File: config.mk
export PLATFORM = sky130hd
export DESIGN_NAME = bus_arbiter
export DESIGN_NICKNAME = d
export VERILOG_FILES = /design/src/rtl/bus_pkg.sv /design/src/rtl/bus_arbiter_rr_picker.sv /design/src/rtl/bus_arbiter.sv
export SDC_FILE = /design/constraint.sdc
export NUM_CORES = 1
export LEC_CHECK = 0
export BUFFER_PORTS_ARGS = -buffer_cell sky130_fd_sc_hd__buf_2
export CAP_MARGIN = 10
export CORE_AREA = 8 8 102 104
export CTS_CLUSTER_SIZE = 25
export DETAILED_ROUTE_END_ITERATION = 6
export DIE_AREA = 0 0 110 112
export MAX_ROUTING_LAYER = met4
export RECOVER_POWER = 50
export SLEW_MARGIN = 20
export SYNTH_ARGS = -nofsm -noshare
export SYNTH_HDL_FRONTEND = slang
export SYNTH_SLANG_ARGS = --single-unit
File: constraint.sdc
create_clock -name bclk -period 4.3 [get_ports bclk]
set_input_delay 0.645 -clock bclk [delete_from_list [all_inputs] [get_ports bclk]]
set_output_delay 0.645 -clock bclk [all_outputs]
set_load 0.05 [all_outputs]
File: src/rtl/bus_pkg.sv
// Shared types for the bus arbiter: transfer size/type encodings and arbiter FSM states.
package bus_pkg;

    localparam int unsigned TSIZE_W = 2;

    typedef enum logic [TSIZE_W-1:0] {
        TSIZE_BYTE  = 2'd0,
        TSIZE_HALF  = 2'd1,
        TSIZE_WORD  = 2'd2,
        TSIZE_DWORD = 2'd3
    } tsize_e;

    typedef enum logic {
        TTYPE_READ  = 1'b0,
        TTYPE_WRITE = 1'b1
    } ttype_e;

    typedef enum logic [1:0] {
        IDLE  = 2'd0,
        GRANT = 2'd1,
        BUSY  = 2'd2
    } arb_state_e;

endpackage

File: src/rtl/bus_arbiter_rr_picker.sv
// Round-robin picker: the first requester after `last` (wrapping) wins.
module rr_picker #(
    parameter  int unsigned NM = 2,
    localparam int unsigned IW = $clog2(NM)
) (
    input  logic [NM-1:0] req,
    input  logic [IW-1:0] last,
    output logic [NM-1:0] winner,
    output logic [IW-1:0] win_idx,
    output logic          any
);

    logic [IW-1:0] cand;
    logic          found;

    always_comb begin
        winner  = '0;
        win_idx = '0;
        cand    = '0;
        found   = 1'b0;
        for (int unsigned i = 1; i <= NM; i++) begin
            cand = IW'((32'(last) + i) % NM);
            if (!found && req[cand]) begin
                found        = 1'b1;
                winner[cand] = 1'b1;
                win_idx      = cand;
            end
        end
    end

    assign any = |req;

endmodule

File: src/rtl/bus_arbiter.sv
// Round-robin arbiter sharing one slave bus among NM masters, one transaction at a time.
// Optional BUSY watchdog enabled by defining BUS_TIMEOUT_EN.
module bus_arbiter
    import bus_pkg::*;
#(
    parameter int unsigned NM      = 2,
    parameter int unsigned TIMEOUT = 255
) (
    input  logic                    bclk,
    input  logic                    brst_n,
    input  logic [NM-1:0]           m_breq,
    input  logic [NM-1:0]           m_bstart,
    input  logic [NM*32-1:0]        m_addr,
    input  logic [NM*32-1:0]        m_wdata,
    input  logic [NM*TSIZE_W-1:0]   m_tsize,
    output logic [NM-1:0]           m_bgnt,
    output logic [NM-1:0]           m_bdone,
    output logic [NM-1:0]           m_berror,
    output logic [31:0]             m_rdata,
    output logic [31:0]             s_addr,
    output logic [31:0]             s_wdata,
    output logic [TSIZE_W-1:0]      s_tsize,
    output logic                    s_bstart,
    output logic                    s_ss,
    input  logic [31:0]             s_rdata,
    input  logic                    s_bdone,
    input  logic                    s_berror
);

    localparam int unsigned IW = $clog2(NM);

    if (NM < 2 || NM > 8 || TIMEOUT == 0) begin : g_bad_params
        $error("bus_arbiter: NM must be 2..8 and TIMEOUT nonzero");
    end

    arb_state_e          state, state_nx;
    logic [IW-1:0]       gnt_idx, gnt_idx_nx;
    logic [IW-1:0]       last, last_nx;
    logic [NM-1:0]       bgnt_nx;
    logic [NM-1:0]       win_oh;
    logic [IW-1:0]       win_idx;
    logic                win_any;
    logic                finish;
    logic                fin_err;
    logic                tmo_hit;
    logic                others;

    logic [31:0]         addr_a  [NM];
    logic [31:0]         wdata_a [NM];
    logic [TSIZE_W-1:0]  tsize_a [NM];

    for (genvar i = 0; i < NM; i++) begin : g_unpack
        assign addr_a[i]  = m_addr[32*i +: 32];
        assign wdata_a[i] = m_wdata[32*i +: 32];
        assign tsize_a[i] = m_tsize[TSIZE_W*i +: TSIZE_W];
    end

    rr_picker #(
        .NM(NM)
    ) u_picker (
        .req     (m_breq),
        .last    (last),
        .winner  (win_oh),
        .win_idx (win_idx),
        .any     (win_any)
    );

`ifdef BUS_TIMEOUT_EN
    localparam int unsigned TW = $clog2(TIMEOUT + 1);

    logic [TW-1:0] tmo_cnt;

    // Held at zero outside BUSY so every BUSY entry starts a fresh count.
    always_ff @(posedge bclk or negedge brst_n) begin
        if (!brst_n) begin
            tmo_cnt <= '0;
        end else if (state != BUSY) begin
            tmo_cnt <= '0;
        end else begin
            tmo_cnt <= tmo_cnt + 1'b1;
        end
    end

    assign tmo_hit = (state == BUSY) && (tmo_cnt == TW'(TIMEOUT - 1));
`else
    assign tmo_hit = 1'b0;
`endif

    always_ff @(posedge bclk or negedge brst_n) begin
        if (!brst_n) begin
            state   <= IDLE;
            m_bgnt  <= '0;
            gnt_idx <= '0;
            last    <= IW'(NM - 1);
        end else begin
            state   <= state_nx;
            m_bgnt  <= bgnt_nx;
            gnt_idx <= gnt_idx_nx;
            last    <= last_nx;
        end
    end

    assign others = |(m_breq & ~m_bgnt);

    always_comb begin
        state_nx   = state;
        bgnt_nx    = m_bgnt;
        gnt_idx_nx = gnt_idx;
        last_nx    = last;
        s_bstart   = 1'b0;
        finish     = 1'b0;
        fin_err    = 1'b0;
        case (state)
            IDLE: begin
                if (win_any) begin
                    state_nx   = GRANT;
                    bgnt_nx    = win_oh;
                    gnt_idx_nx = win_idx;
                    last_nx    = win_idx;
                end
            end
            GRANT: begin
                if (m_bstart[gnt_idx]) begin
                    s_bstart = 1'b1;
                    state_nx = BUSY;
                end else if (!m_breq[gnt_idx]) begin
                    bgnt_nx  = '0;
                    state_nx = IDLE;
                end
            end
            BUSY: begin
                if (s_bdone) begin
                    finish  = 1'b1;
                    fin_err = s_berror;
                end else if (tmo_hit) begin
                    finish  = 1'b1;
                    fin_err = 1'b1;
                end
                // Keep the grant only when nobody else is waiting; otherwise re-arbitrate.
                if (finish) begin
                    if (m_breq[gnt_idx] && !others) begin
                        state_nx = GRANT;
                    end else begin
                        state_nx = IDLE;
                        bgnt_nx  = '0;
                    end
                end
            end
            default: begin
                state_nx = IDLE;
                bgnt_nx  = '0;
            end
        endcase
    end

    always_comb begin
        s_addr  = '0;
        s_wdata = '0;
        s_tsize = '0;
        if (state != IDLE) begin
            s_addr  = addr_a[gnt_idx];
            s_wdata = wdata_a[gnt_idx];
            s_tsize = tsize_a[gnt_idx];
        end
    end

    assign s_ss     = (state == BUSY) && !tmo_hit;
    assign m_rdata  = s_rdata;
    assign m_bdone  = finish ? m_bgnt : '0;
    assign m_berror = (finish && fin_err) ? m_bgnt : '0;

endmodule

==> impl_metrics.py <==
metrics = {
    "run_status": {
        "status": "completed",
    },
    "pwr": {
        "power.total_mw": 2.52,
        "p_leak_nw": 1.51,
        "irDropWorstVdd_v": 0.000565,
        "p_per_area_nw_per_um2": 995,
    },
    "detailed_routing": {
        "ant_nets": 0,
        "via_count": 2122,
        "via_per_inst": 4.22,
        "routedWlPerCell_um": 14.0,
        "wl_um": 7020,
        "drt_pass1_iterations": 4,
        "first_iter_violations": 98,
        "route.detailed.drc": 0,
    },
    "timing": {
        "maxSlewHeadroom_pct": 27.5,
        "clock.fmax_ghz": 0.338,
        "setup_slack_ps": 1340,
        "finalHoldViolCount": 0,
        "finClkSkew_ps": 3.76,
        "finalSetupViolCount": 0,
        "finalMaxSlewViolations": 0,
        "worst_pin_slew_ps": 1080,
        "post-route-min-period_ps": 2960,
        "finalCritPeriodShare_pct": 68.8,
        "hold_ws_ps": 295,
        "rsz0062_at_grt": "false",
        "finalSetupTns_ps": 0,
    },
    "cts": {
        "clk_latency_ps": 230,
        "cts_hold_buf": 0,
        "clk_pin_slew_ps": 40,
        "cts.sinks": 6,
        "ctsHtreeMaxLevel": 1,
        "cts_tree": "done",
        "numCtsBuffers": 3,
        "cts-root-buf": "clkbuf_8",
        "post_cts_resized": 0,
        "post_cts_buffers": 0,
        "cts_buffer_depth": 2,
    },
    "grt": {
        "grt_remaining_overflow": 0,
        "track_usage_pct": 10.3,
        "grt_max_degree": 70,
        "grt_pass1_vias": 2131,
        "antenna_found_initial": 0,
        "grt_pass1_wl_um": 10400,
    },
    "cells_and_area": {
        "fillers": 997,
        "area_growth_pct": 59.9,
        "finish.instance_area_um2": 2540,
        "antenna_cells": 0,
        "fin_util_pct": 28.5,
        "instances_no_fill": 503,
        "drive_gt1_share_pct": 52.8,
        "layout.nets": 565,
    },
    "place": {
        "pre_cts_ws_ps": 1710,
        "routabilityCongestion": 0.795,
        "port_buffers": 213,
        "dpl-instance-area_um2": 2490,
        "dp_hpwl_um": 6020,
        "placedCellCount": 497,
    },
    "synthesis": {
        "yosysTopAreaCell": "mux2i_1",
        "netlist_area_um2": 1590,
        "synthTopCellsByArea": "mux2i_1 (42%), buf_4 (17%), nor2_1 (16%)",
        "yosysWarnings": 0,
        "avgSynthCellArea_um2": 7.24,
        "synth-seq-cells": 6,
        "yosysUniqueCellTypes": 27,
        "synth.most_common_cell": "nor2_1",
        "yosysTopAreaCellShare_pct": 42.3,
        "synth_fp_nets": 391,
        "synth-main-ff-cell": "dfrtp_1",
        "netlist_top_cells_count": "nor2_1 (68), mux2i_1 (67), buf_4 (35)",
        "seq_area_frac_synth_pct": 9.54,
        "syn-instance-count": 219,
        "ys_async_sr_fraction_pct": 100,
        "synth_edf_count": 0,
    },
    "worst_setup_path": {
        "worstPathCellList": "nor2_1, buf_12, buf_4, nor2_1, buf_2",
        "slowest_delay_ps": 830,
        "worst-path-max-fanout": 35,
        "crit_required_ps": 3650,
        "rr_endpoint": "m_bgnt[0]",
        "reg2reg_from": "gnt_idx",
        "crit_path_start_kind": "flop",
        "arrival_ps": 2320,
        "cp_slowest_cell": "nor2_1",
        "timing.critical_path.mode_cell": "nor2_1",
        "rr_worst_depth": 4,
        "cp-end-kind": "output port",
        "rrSetupSlack_ps": 2290,
        "crit_type": "flop to output port",
    },
    "run": {
        "cap_violations": 0,
    },
    "floorplan": {
        "start_util_pct": 17.8,
        "die_h_um": 112,
        "core_area_um2": 8890,
        "rows": 35,
        "io_pins": 278,
        "fp.dieArea_um2": 12300,
        "die_width_um": 110,
    },
    "min_path": {
        "hp-class": "input port to asynchronous set/reset pin",
    },
}
## state kept, by name, indices dropped and copies added (netlist names)
name,cells
last,1
m_bgnt,2
gnt_idx,1
state,2
## how the worst max path moves through the flow
stage | start | endpoint | slack [ps] | depth (start not counted)
after floorplan | state[0] | m_berror[0] | 1270 | 3
after global placement | state[0] | s_addr[29] | 1790 | 4
after detailed placement | state[1] | s_wdata[3] | 1710 | 4
after CTS | state[1] | s_wdata[3] | 1460 | 4
after global routing | state[0] | s_wdata[0] | 1140 | 5
final | state[0] | s_wdata[3] | 1340 | 5
## worst max-delay path, delay by kind of cell (launching register included)
kind	cells	cell delay [ps]
flip-flops	1	410
AND/OR/NAND/NOR	2	900
buffers and inverters	3	760
## area by class of cell
type | count | area, um^2 | share of cell area, %
tap | 111 | 139 | 5.47
timing repair buffer | 216 | 1090 | 43.1
inverter | 6 | 22.5 | 0.888
sequential | 6 | 155 | 6.11
multi-input combinational | 160 | 1080 | 42.6
clock buffer | 4 | 45.0 | 1.78
## cells by family after synthesis
group / Yosys count / share of synthesized area, %
DFF: 6 / 9.54
and+or+nand+nor: 81 / 20.3
buffers and inverters: 53 / 21.7
muxes: 68 / 43.2
AOI/OAI and AO/OA: 11 / 5.21
## layout by cell type (no fill, tap or decap)
cell type and n:
and2_1 2, nand3_1 2, dfrtp_1 4, nand2b_1 1, a31oi_1 1, buf_2 198, a21oi_1 1, nor2_1 68
dfstp_2 1, nand2_1 4, nor2b_1 1, clkbuf_1 16, o21ai_1 1, dfrtp_4 1, a221oi_1 1, o2bb2ai_1 1
buf_4 1, mux2i_1 67, mux2_1 1, o211ai_1 1, o21ai_0 2, nor3_1 1, buf_12 2, o221a_2 1
clkbuf_8 3, inv_1 6, and3_1 2, o22ai_1 1, a21o_1 1
## power by group
group | switching [mW] | total, mW | internal (mW)
sequential | 0.0956 | 0.185 | 0.0894
clock | 0.0287 | 0.0928 | 0.0641
combinational | 1.68 | 2.25 | 0.569
total | 1.80 | 2.52 | 0.723
## per-layer routing
layer  GRT usage [%]  vias to the layer above  share of wire (%)
met5               -                        -                  0
met1            10.7                      917                 36
li1                -                     1051                  -
met3            3.29                       20                 13
met4            2.61                        0                1.4
met2            18.1                      134                 50
(Power assumes the default switching activity.)
